--- src/rtl/divider_pkg.sv ---
// Shared definitions for the sequential divider: state encoding and a negation helper.
package divider_pkg;

  localparam logic [1:0] IDLE = 2'd0;
  localparam logic [1:0] RUN  = 2'd1;
  localparam logic [1:0] FIN  = 2'd2;

  typedef enum logic [1:0] {
    StIdle = IDLE,
    StRun  = RUN,
    StFin  = FIN
  } state_e;

  // Widest operand the negation helper supports; callers zero-extend and truncate.
  localparam int unsigned NegW = 64;

  // Two's-complement negation; the result truncated to any width <= NegW is exact.
  function automatic logic [NegW-1:0] neg(input logic [NegW-1:0] v);
    return ~v + NegW'(1);
  endfunction

endpackage

--- src/rtl/div_step.sv ---
// One restoring-division step: shift in the next dividend bit, trial-subtract the divisor.
module div_step
  import divider_pkg::*;
#(
  parameter int unsigned nBit = 8
) (
  input  logic [nBit:0]   rem_in,
  input  logic            dvd_msb,
  input  logic [nBit-1:0] divisor,
  output logic [nBit:0]   rem_out,
  output logic            q_bit
);

  logic [nBit+1:0] shifted;
  logic [nBit+1:0] diff;

  // Extra top bit of diff acts as the borrow / sign of the trial subtraction.
  always_comb begin
    shifted = {rem_in, dvd_msb};
    diff    = shifted - {2'b00, divisor};
    q_bit   = ~diff[nBit+1];
    rem_out = q_bit ? diff[nBit:0] : shifted[nBit:0];
  end

endmodule

--- src/rtl/seq_divider.sv ---
// Sequential restoring divider with signed mode, divide-by-zero and overflow flags.
// nBit is limited to the width of the package negation helper (64).
module seq_divider
  import divider_pkg::*;
#(
  parameter int unsigned nBit = 8
) (
  input  logic            clk,
  input  logic            rst,
  input  logic            start,
  input  logic            signed_op,
  input  logic [nBit-1:0] A,
  input  logic [nBit-1:0] B,
  output logic            busy,
  output logic            done,
  output logic [nBit-1:0] Q,
  output logic [nBit-1:0] R,
  output logic            dz,
  output logic            ovf
);

  localparam int unsigned CntW = $clog2(nBit + 1);
  localparam logic [nBit-1:0] MinVal = {1'b1, {(nBit-1){1'b0}}};

  function automatic logic [nBit-1:0] neg_n(input logic [nBit-1:0] v);
    logic [NegW-1:0] t;
    t = neg(NegW'(v));
    return t[nBit-1:0];
  endfunction

  state_e          state_q, state_d;
  logic [nBit:0]   prem_q, prem_d;      // partial remainder
  logic [nBit-1:0] dvd_q, dvd_d;        // dividend in, quotient bits shift in from the right
  logic [nBit-1:0] bmag_q, bmag_d;
  logic [nBit-1:0] araw_q, araw_d;      // raw dividend, returned as R on divide by zero
  logic            qsign_q, qsign_d;
  logic            rsign_q, rsign_d;
  logic            dz_pend_q, dz_pend_d;
  logic            ovf_pend_q, ovf_pend_d;
  logic [CntW-1:0] cnt_q, cnt_d;
  logic [nBit-1:0] quo_q, quo_d;
  logic [nBit-1:0] rem_q, rem_d;
  logic            done_q, done_d;
  logic            dz_q, dz_d;
  logic            ovf_q, ovf_d;

  logic [nBit:0]   step_rem;
  logic            step_qbit;

  div_step #(
    .nBit (nBit)
  ) u_step (
    .rem_in  (prem_q),
    .dvd_msb (dvd_q[nBit-1]),
    .divisor (bmag_q),
    .rem_out (step_rem),
    .q_bit   (step_qbit)
  );

  // Next-state logic: operand capture, iteration and sign correction.
  always_comb begin
    state_d    = state_q;
    prem_d     = prem_q;
    dvd_d      = dvd_q;
    bmag_d     = bmag_q;
    araw_d     = araw_q;
    qsign_d    = qsign_q;
    rsign_d    = rsign_q;
    dz_pend_d  = dz_pend_q;
    ovf_pend_d = ovf_pend_q;
    cnt_d      = cnt_q;
    quo_d      = quo_q;
    rem_d      = rem_q;
    done_d     = 1'b0;
    dz_d       = dz_q;
    ovf_d      = ovf_q;

    unique case (state_q)
      StIdle: begin
        if (start) begin
          dvd_d      = (signed_op && A[nBit-1]) ? neg_n(A) : A;
          bmag_d     = (signed_op && B[nBit-1]) ? neg_n(B) : B;
          qsign_d    = signed_op && (A[nBit-1] ^ B[nBit-1]);
          rsign_d    = signed_op && A[nBit-1];
          araw_d     = A;
          prem_d     = '0;
          cnt_d      = '0;
          dz_pend_d  = (B == '0);
          ovf_pend_d = signed_op && (A == MinVal) && (B == {nBit{1'b1}});
          state_d    = (B == '0) ? StFin : StRun;
        end
      end
      StRun: begin
        prem_d = step_rem;
        dvd_d  = {dvd_q[nBit-2:0], step_qbit};
        cnt_d  = cnt_q + CntW'(1);
        if (cnt_q == CntW'(nBit - 1)) begin
          state_d = StFin;
        end
      end
      StFin: begin
        if (dz_pend_q) begin
          quo_d = '1;
          rem_d = araw_q;
          dz_d  = 1'b1;
          ovf_d = 1'b0;
        end else begin
          // min / -1 falls out naturally: magnitude 2^(nBit-1) negates to itself.
          quo_d = qsign_q ? neg_n(dvd_q) : dvd_q;
          rem_d = rsign_q ? neg_n(prem_q[nBit-1:0]) : prem_q[nBit-1:0];
          dz_d  = 1'b0;
          ovf_d = ovf_pend_q;
        end
        done_d  = 1'b1;
        state_d = StIdle;
      end
      default: state_d = StIdle;
    endcase
  end

  // State and datapath registers with synchronous reset.
  always_ff @(posedge clk) begin
    if (rst) begin
      state_q    <= StIdle;
      prem_q     <= '0;
      dvd_q      <= '0;
      bmag_q     <= '0;
      araw_q     <= '0;
      qsign_q    <= 1'b0;
      rsign_q    <= 1'b0;
      dz_pend_q  <= 1'b0;
      ovf_pend_q <= 1'b0;
      cnt_q      <= '0;
      quo_q      <= '0;
      rem_q      <= '0;
      done_q     <= 1'b0;
      dz_q       <= 1'b0;
      ovf_q      <= 1'b0;
    end else begin
      state_q    <= state_d;
      prem_q     <= prem_d;
      dvd_q      <= dvd_d;
      bmag_q     <= bmag_d;
      araw_q     <= araw_d;
      qsign_q    <= qsign_d;
      rsign_q    <= rsign_d;
      dz_pend_q  <= dz_pend_d;
      ovf_pend_q <= ovf_pend_d;
      cnt_q      <= cnt_d;
      quo_q      <= quo_d;
      rem_q      <= rem_d;
      done_q     <= done_d;
      dz_q       <= dz_d;
      ovf_q      <= ovf_d;
    end
  end

  assign busy = (state_q != StIdle);
  assign done = done_q;
  assign Q    = quo_q;
  assign R    = rem_q;
  assign dz   = dz_q;
  assign ovf  = ovf_q;

endmodule
--- config.mk ---
export PLATFORM = sky130hd
export DESIGN_NAME = seq_divider
export DESIGN_NICKNAME = d
export VERILOG_FILES = /design/src/rtl/divider_pkg.sv /design/src/rtl/div_step.sv /design/src/rtl/seq_divider.sv
export SDC_FILE = /design/constraint.sdc
export NUM_CORES = 1
export LEC_CHECK = 0
export BUFFER_PORTS_ARGS = -buffer_cell sky130_fd_sc_hd__buf_2
export CAP_MARGIN = 20
export CORE_MARGIN = 1.5
export CORE_UTILIZATION = 35
export DETAILED_ROUTE_END_ITERATION = 8
export MAX_ROUTING_LAYER = met4
export PLACE_DENSITY = 0.6
export SLEW_MARGIN = 20
export SYNTH_ARGS = -nofsm -noshare
export SYNTH_HDL_FRONTEND = slang
export SYNTH_HIERARCHICAL = 1
export SYNTH_SLANG_ARGS = --single-unit
--- constraint.sdc ---
create_clock -name clk -period 2.8 [get_ports clk]
set_input_delay 0.14 -clock clk [delete_from_list [all_inputs] [get_ports clk]]
set_output_delay 0.14 -clock clk [all_outputs]
set_load 0.005 [all_outputs]
# Yosys cells after proc, flatten, opt, wreduce, memory -nomap -nowiden
# Index checks and enable logic that the tools add are counted.
# totals
reg_bits	62
in_bits	20
out_inout_bits	20
word_cells	66
# classes
add_sub_neg	6
eq_ne	7
n_mux	20
bitwise	6
reduce_logical	12
# ops
op	n
2-to-1 mux 8 bit	7
adder 8 x 1 -> 8 bit (second input constant)	4
NOT 8 bit	4
2-to-1 mux 9 bit	2
case mux 9 bit (2 select lines)	1
== test 8 bit (second input constant)	2
case mux 8 bit (2 select lines)	1
subtractor 10 x 8 -> 10 bit	1
zero test 8 bit	1
case mux 4 bit (2 select lines)	1
2-to-1 mux 2 bit	3
AND reduction 2 bit	3
logical AND 1 bit	5
adder 4 x 1 -> 4 bit (second input constant)	1
== test 4 x 3 -> 1 bit (second input constant)	1
2-to-1 mux 4 bit	1
inequality test 2 bit (second input constant)	2
case mux 2 bit (2 select lines)	1
nonzero test 2 bit	2
2-to-1 mux 1 bit	3
== test 2 x 1 -> 1 bit (second input constant)	1
== test 2 bit (second input constant)	1
zero test 2 bit	1
NOT 1 bit	1
bitwise XOR 1 bit	1

# Logic depth before layout (Yosys ltp)
# Gate-level depths: netlist (run 1).
# depth
word_depth	5
depth_mapped	12
depth_no_buf	11

# Hierarchy
# The synthesis (run 1) kept the hierarchy.
# by_module_without_submodules
module	instances	cells_each	area_per_inst_um2	seq_area_each_um2
seq_divider	1	359	3007.9	1241.2
div_step	1	72	565.5	0.0

# Worst setup path after synthesis (run 1)
# Ideal clock, no wire load.
# synth_path
path_type	register to register
startpoint	reg dvd_q[7]
endpoint	reg prem_q[8]
t_arrival_ns	2.092
required_ns	2.683
path_slack_ns	0.591
path_stages_with_launch	11
n_path_buf	0
path_cell_list	dfxtp_1 inv_1 ha_1 fa_1 nand2b_1 a2111oi_0 nor2_1 or4b_1 nand3_1 a22oi_1 nor2_1
# synth_between
elab_chain_len	3
# synth_lines
element	line_no	text
start, declared	seq_divider.sv:33	logic [nBit-1:0] dvd_q, dvd_d;
start signal, assigned	seq_divider.sv:142	dvd_q <= dvd_d;
subtractor 10 x 8 -> 10 bit	div_step.sv:20	diff = shifted - {2'b00, divisor};
2-to-1 mux 9 bit	div_step.sv:22	rem_out = q_bit ? diff[nBit:0] : shifted[nBit:0];
net step_rem[8]	seq_divider.sv:47	logic [nBit:0] step_rem;
case mux 9 bit (2 select lines)	seq_divider.sv:78	unique case (state_q)
end signal, assigned	seq_divider.sv:141	prem_q <= prem_d;
end, declared	seq_divider.sv:32	logic [nBit:0] prem_q, prem_d;
# The timed path passes the listed nets, and every way through them passes these cells.
# A chain may end at the register's enable or synchronous reset.

# Worst setup path after layout (run 1)
# layout_path
startpoint	reg prem_q[0]
endpoint	reg prem_q[8]
# layout_between
elab_chain_len	3
# layout_lines
element	line_no
subtractor 10 x 8 -> 10 bit	div_step.sv:20
2-to-1 mux 9 bit	div_step.sv:22
net step_rem[8]	seq_divider.sv:47
case mux 9 bit (2 select lines)	seq_divider.sv:78
# The timed path passes the listed nets, and every way through them passes these cells.

==> run_results.csv, run 1 <==
group,metric,value,unit
detailed_routing,drtIter0Drc,135,
yosys,synthFlopType,"dfxtp_1",
yosys,synth_seq_area_share,34.7,%
critical_path,cp-end-kind,"flop",
sta,skew,0.00896,ns
floorplanning,rows,36,
global_route,grt_use_total,17.2,%
sta,min_period_over_period,92.4,%
cts,root_buffer,"clkbuf_8",
critical_path,cp.arrival,2.78,ns
cts,cts_made_buffers,9,
detailed_routing,drc,0,
cts,cts_resized,0,
yosys,yosys-top-cells-count,"62 x dfxtp_1, 52 x nor2_1, 46 x nand2_1",
global_route,grt_pass1_wl,14.5,mm
yosys,synth-seq-cells,62,
cts,cts_hold_buf,0,
cts,clk-insertion-delay-late,0.35,ns
power,irDropWorstVdd,0.274,mV
cells_and_area,seqCellArea,0.00124,sq mm
cts,cts_tree,"built",
hold_path,holdCritPathClass,"input port to flop",
cts,clock_path_buffers,2,
power,power_density,603,mW/mm^2
floorplanning,ios,40,
placement,place.gp.congestion,0.838,
sta,setup-violations-final,0,
sta,layout_min_cycle_time,2.59,ns
detailed_routing,avgRoutedWirePerCell,14.4,um
yosys,yosys.area.top_type,"dfxtp_1",
yosys,yosys_warnings,6,
detailed_routing,vias,3123,
cts,cts_setup_buffers,0,
detailed_routing,vias_per_cell,5.21,
outcome,outcome,"finished, final reports clean",
sta,tightest_slew,0.929,ns
critical_path,start_kind,"flop",
cells_and_area,multi_input_area,0.00213,sq mm
global_route,grt.overflow.total,0,
cts,h-tree-depth,3,
yosys,syn_inst,431,
floorplanning,die_h,104,um
yosys,synth.distinct_cells,72,
sta,hold_ws,0.0805,ns
global_route,antenna_found_initial,0,
critical_path,cp.required,3.00,ns
sta,finalHoldViolCount,0,
cts,path_clk_slew,0.07,ns
floorplanning,core,0.00982,sq mm
placement,portBuffers,39,
floorplanning,die_x,104,um
cells_and_area,nets,497,
global_route,grt_pass1_vias,2840,
yosys,syn-num-nets,466,
yosys,synth.most_common_cell,"dfxtp_1",
job,cap_violations,0,
cells_and_area,antenna_cells,0,
detailed_routing,drt-total-wl,8.64,mm
global_route,grt_max_degree,52,
floorplanning,die_area,0.0108,sq mm
yosys,yosys-top-cells-area,"dfxtp_1 35%, nor2_1 5.5%, a21oi_1 4.9%",
detailed_routing,first_pass_iters,4,
sta,fmax,386,MHz
sta,slew_headroom,38.1,%
sta,slew_viol_final,0,
critical_path,worstPathMaxFanout,7,
placement,hpwlAfterDp,6.50,mm
cells_and_area,drive_gt1_share,18.4,%
floorplanning,initial_core_util,36.4,%
sta,tns,0,ns
detailed_routing,antenna_left,0,
sta,rsz0062_at_grt,"no",
cells_and_area,num-fill-cells,1062,
yosys,avgSynthCellArea,8.29,sq um
yosys,async_reset_ff_share,0,%
yosys,synthesis.area,0.00357,sq mm
critical_path,worstSetupPathType,"flop to flop",
yosys,yosys.area.top_type_share,34.7,%
cts,cts.sinks,62,
cells_and_area,area_growth_syn_to_layout,13.8,%
yosys,synth_edf_count,0,
power,p_leak,0.00162,uW
==> area by class of cell <==
class / instances / area share, %
multi-input combinational: 321 / 52.4
sequential: 62 / 30.5
timing repair buffer: 45 / 5.91
tap: 133 / 4.09
clock buffer: 12 / 3.82
inverter: 23 / 2.12
clock inverter: 4 / 1.11
==> flip-flops by register name (all words and copies together), names as in the netlist, 2 cells and up <==
name	count
Q	8
R	8
araw_q	8
bmag_q	8
cnt_q	4
dvd_q	8
prem_q	9
state_q	2
==> stage by stage <==
step | instance area, sq um | setup slack, ns | util (%) | cells | power (uW)
2_1_floorplan | 3570 | 0.591 | - | 431 | 1520
3_3_place_gp | 3870 | 0.312 | 39.4 | 584 | 1640
3_5_place_dp | 3870 | 0.261 | 39.4 | 584 | 1670
4_1_cts | 4070 | 0.253 | 41.4 | 600 | 2470
5_1_grt | 4070 | 0.0460 | 41.4 | 600 | 2600
6_report | 4070 | 0.212 | 41.4 | 600 | 2450
==> per-layer routing <==
| layer | share of wire, % | up-vias | track usage [%] |
|---|---|---|---|
| li1 | - | 1603 | - |
| met1 | 49 | 1436 | 22.6 |
| met2 | 45 | 76 | 25.6 |
| met3 | 5.0 | 8 | 5.33 |
| met4 | 1.1 | 0 | 4.66 |
| met5 | 0 | - | - |
==> path summary, 6_finish.rpt <==
| kind | startpoint | slack, ns | cells past startpoint | to |
|---|---|---|---|---|
| setup / recovery | prem_q[0]$_SDFFE_PP0P_ | 0.21 | 9 | prem_q[8]$_SDFFE_PP0P_ |
| hold / removal | B[0] | 0.08 | 3 | bmag_q[0]$_SDFFE_PP0P_ |
| setup reg to reg | prem_q[0]$_SDFFE_PP0P_ | 0.21 | 9 | prem_q[8]$_SDFFE_PP0P_ |
| hold reg to reg | R[2]$_SDFFE_PP0P_ | 0.45 | 2 | R[2]$_SDFFE_PP0P_ |
==> where the power goes <==
group          total, uW  switching [uW]  internal, uW
logic                653             356           296
clock network        802             346           455
registers            996            60.3           936
total               2450             763          1690
==> cells by family after synthesis <==
| kind of cell | count (synthesis) | share of synthesized area [%] |
|---|---|---|
| multiplexers | 12 | 4.24 |
| XOR/XNOR | 21 | 5.15 |
| AO/OA/AOI/OAI | 116 | 23.1 |
| flip-flops | 62 | 34.7 |
| adder cells (fa/ha/maj) | 15 | 5.46 |
| AND/OR/NAND/NOR | 157 | 21.5 |
| buffers and inverters | 48 | 5.78 |
==> critical path, stage by stage, from the launching register on <==
cell	delay, ns
dfxtp_1	0.44
inv_1	0.11
fa_1	0.45
nand2b_1	0.19
a2111oi_0	0.65
nor2_1	0.13
or4b_1	0.19
nand3_1	0.06
a22oi_1	0.16
nor2_1	0.05
==> cell usage in the layout, fill, tap and decap left out, drive strengths merged, types with 4 or more instances in the layout <==
cell / instances
a211oi: 14
a21oi: 36
a22oi: 14
buf: 45
clkbuf: 12
dfxtp: 62
ha: 14
inv: 23
mux2: 7
mux2i: 5
nand2: 47
nand2b: 10
nand3: 10
nor2: 53
nor3: 8
o211ai: 4
o21ai: 9
o21bai: 4
o31ai: 5
or3: 5
xnor2: 11
xor2: 10
No activity file was read; power rests on OpenSTA's default activity.
==> run 2, diff against run 1 <==
ABC_AREA = 1   (was default)
==> run 2 against run 1 <==
- cell count grew 26%
- combinational power grew 11%
- worst setup slack gained 0.44 ns
- worst hold slack gained 0.016 ns
- sequential power is essentially flat
- register-to-register slack gained 0.44 ns
- fmax grew 21%
- clock skew grew 0.0069 ns
- highest routed layer unchanged
- die area grew 5.3%
==> run_results.csv, run 2 <==
group,metric,value,unit
outcome,outcome,"finished, final reports clean",
yosys,synthesis.area,0.00377,sq mm
hold_path,holdPathEnd,"bmag_q[7]$_SDFFE_PP0P_",
cts,clk-insertion-delay-late,0.34,ns
yosys,synthFlopType,"dfxtp_1",
sta,finalHoldViolCount,0,
global_route,grt_pass1_vias,3389,
yosys,yosys.area.top_type,"dfxtp_1",
global_route,antenna_found_initial,0,
yosys,yosys.area.top_type_share,32.9,%
yosys,synth.most_common_cell,"nand2_1",
yosys,yosys-top-cells-area,"dfxtp_1 33%, nand2_1 16%, inv_1 8.3%",
critical_path,cp-end-kind,"flop",
cells_and_area,drive_gt1_share,13.1,%
detailed_routing,avgRoutedWirePerCell,13.0,um
detailed_routing,first_pass_iters,6,
cells_and_area,regMostFlops,"prem_q",
critical_path,cp.arrival,2.41,ns
global_route,grt.overflow.total,0,
sta,slew_viol_final,0,
floorplanning,die_x,107,um
sta,rsz0062_at_grt,"no",
sta,setup-violations-final,0,
yosys,yosys-top-cells-count,"156 x nand2_1, 83 x inv_1, 62 x dfxtp_1",
global_route,grt_pass1_wl,16.4,mm
critical_path,r2r_setup_slack,0.65,ns
detailed_routing,vias_per_cell,5.02,
critical_path,start_kind,"flop",
cells_and_area,final_common_cell,"nand2_1",
floorplanning,ios,40,
floorplanning,initial_core_util,36.4,%
detailed_routing,drtIter0Drc,226,
cells_and_area,largest_reg_flops,9,
sta,min_period_over_period,76.7,%
critical_path,worstPathMaxFanout,5,
sta,tns,0,ns
global_route,grt_use_total,18.4,%
job,cap_violations,0,
yosys,async_reset_ff_share,0,%
critical_path,r2r_cells,14,
placement,place.gp.congestion,0.928,
power,total_power,2560,uW
cts,cts_tree,"built",
cells_and_area,nets,649,
cts,clock_path_buffers,2,
critical_path,worstSetupPathType,"flop to flop",
cts,h-tree-depth,3,
cts,root_buffer,"clkbuf_8",
floorplanning,die_area,0.0114,sq mm
yosys,synth_seq_area_share,32.9,%
power,irDropWorstVdd,0.249,mV
critical_path,r2r_end,"prem_q[8]$_SDFFE_PP0P_",
cts,cts_setup_buffers,0,
floorplanning,core,0.0104,sq mm
cells_and_area,stdcell_area,0.00426,sq mm
hold_path,holdCritPathClass,"input port to flop",
hold_path,hold_start,"B[7]",
cells_and_area,antenna_cells,0,
cts,path_clk_slew,0.08,ns
yosys,syn-num-nets,614,
power,p_leak,0.00203,uW
floorplanning,die_h,107,um
critical_path,r2r_start,"dvd_q[7]$_SDFFE_PP0P_",
placement,hpwlAfterDp,7.37,mm
yosys,syn_inst,579,
detailed_routing,antenna_left,0,
cells_and_area,final_cell_mix,"156 x nand2_1, 83 x inv_1, 62 x dfxtp_1",
yosys,avgSynthCellArea,6.51,sq um
sta,skew,0.0158,ns
cts,cts_made_buffers,9,
floorplanning,rows,37,
cts,cts_resized,0,
global_route,grt_max_degree,40,
power,power_density,601,mW/mm^2
critical_path,cp.required,3.06,ns
detailed_routing,drt-total-wl,9.79,mm
cts,cts_hold_buf,0,
cts,cts.sinks,62,
cells_and_area,area_growth_syn_to_layout,13.1,%
hold_path,worst_hold_path.num_cells,3,
sta,slew_headroom,48.8,%
placement,placed_area,0.00406,sq mm
detailed_routing,vias,3788,
sta,fmax,466,MHz
sta,tightest_slew,0.768,ns
yosys,synth-seq-cells,62,
placement,portBuffers,39,
sta,layout_min_cycle_time,2.15,ns
yosys,yosys_warnings,6,
yosys,synth_edf_count,0,
yosys,synth.distinct_cells,39,
detailed_routing,drc,0,
[run 2: cell count changes in the layout (fill, tap and decap cells not counted), moves of 8 or more]
cell / delta
nand2_1: +110
inv_1: +61
a21oi_1: +11
nand3_1: +48
xnor2_1: -8
a22oi_1: -10
nand2b_1: -9
o21ai_0: +25
a211oi_1: -10
[run 2: worst max-delay path by stage]
stage                               start                     end  slack, ns  depth (start not counted)
floorplan           dvd_q[7]$_SDFFE_PP0P_  prem_q[6]$_SDFFE_PP0P_       1.03                         14
global placement    dvd_q[7]$_SDFFE_PP0P_  prem_q[6]$_SDFFE_PP0P_       0.68                         14
detailed placement  dvd_q[7]$_SDFFE_PP0P_  prem_q[8]$_SDFFE_PP0P_       0.65                         14
CTS                 dvd_q[7]$_SDFFE_PP0P_  prem_q[8]$_SDFFE_PP0P_       0.65                         14
global route        dvd_q[7]$_SDFFE_PP0P_  prem_q[8]$_SDFFE_PP0P_       0.47                         14
finish              dvd_q[7]$_SDFFE_PP0P_  prem_q[8]$_SDFFE_PP0P_       0.65                         14
[run 2: per-stage QoR]
stage                     utilization [%]  worst slack (ns)  cells  hold slack (ns)
after floorplan                         -              1.03    579            0.281
after global placement               39.1             0.681    739            0.444
after detailed placement             39.1             0.654    739            0.449
after CTS                            41.1             0.646    755           0.0737
after global routing                 41.1             0.475    755           0.0854
final                                41.1             0.653    755           0.0966
[run 2: area by class of cell]
| class | count | area, sq um |
|---|---|---|
| fill | 1130 | 6110 |
| multi-input combinational | 413 | 2110 |
| sequential | 62 | 1240 |
| inverter | 87 | 327 |
| timing repair buffer | 41 | 210 |
| tap | 136 | 170 |
| clock buffer | 9 | 124 |
| clock inverter | 7 | 80.1 |
[run 2: power breakdown]
part / internal [uW] / total [uW] / switching, uW
combinational: 260 / 728 / 468
sequential: 940 / 1000 / 64.9
clock: 424 / 831 / 407
total: 1620 / 2560 / 940
[run 2: logic make-up (layout without fill, tap and decap cells)]
logic type                 Yosys count  count (layout)  share of synthesized area, %
adders and majority gates           15              15                          5.18
xor gates and xnor gates             6               6                          1.39
buffers and inverters              104             144                          11.1
AOI/OAI and AO/OA                  102             102                          15.1
and+or+nand+nor                    290             290                          34.3
DFF                                 62              62                          32.9
[run 2: layer usage]
| metal | up-vias | GRT usage, % | share of wire [%] |
|---|---|---|---|
| li1 | 1949 | - | - |
| met1 | 1722 | 26.7 | 51 |
| met2 | 108 | 26.5 | 42 |
| met3 | 9 | 2.74 | 5.3 |
| met4 | 0 | 5.43 | 1.3 |
| met5 | - | - | 0 |
[run 2: worst max-delay path: stages (launching register included)]
cell     delay [ns]
dfxtp_1        0.48
inv_1          0.08
ha_1           0.22
fa_1           0.40
inv_1          0.07
nand2_1        0.05
nand2_1        0.10
nand3_1        0.11
nand2_1        0.09
nand2_1        0.05
nand2_1        0.08
nand3_1        0.09
nand2_1        0.07
nand2_1        0.05
a21oi_1        0.16
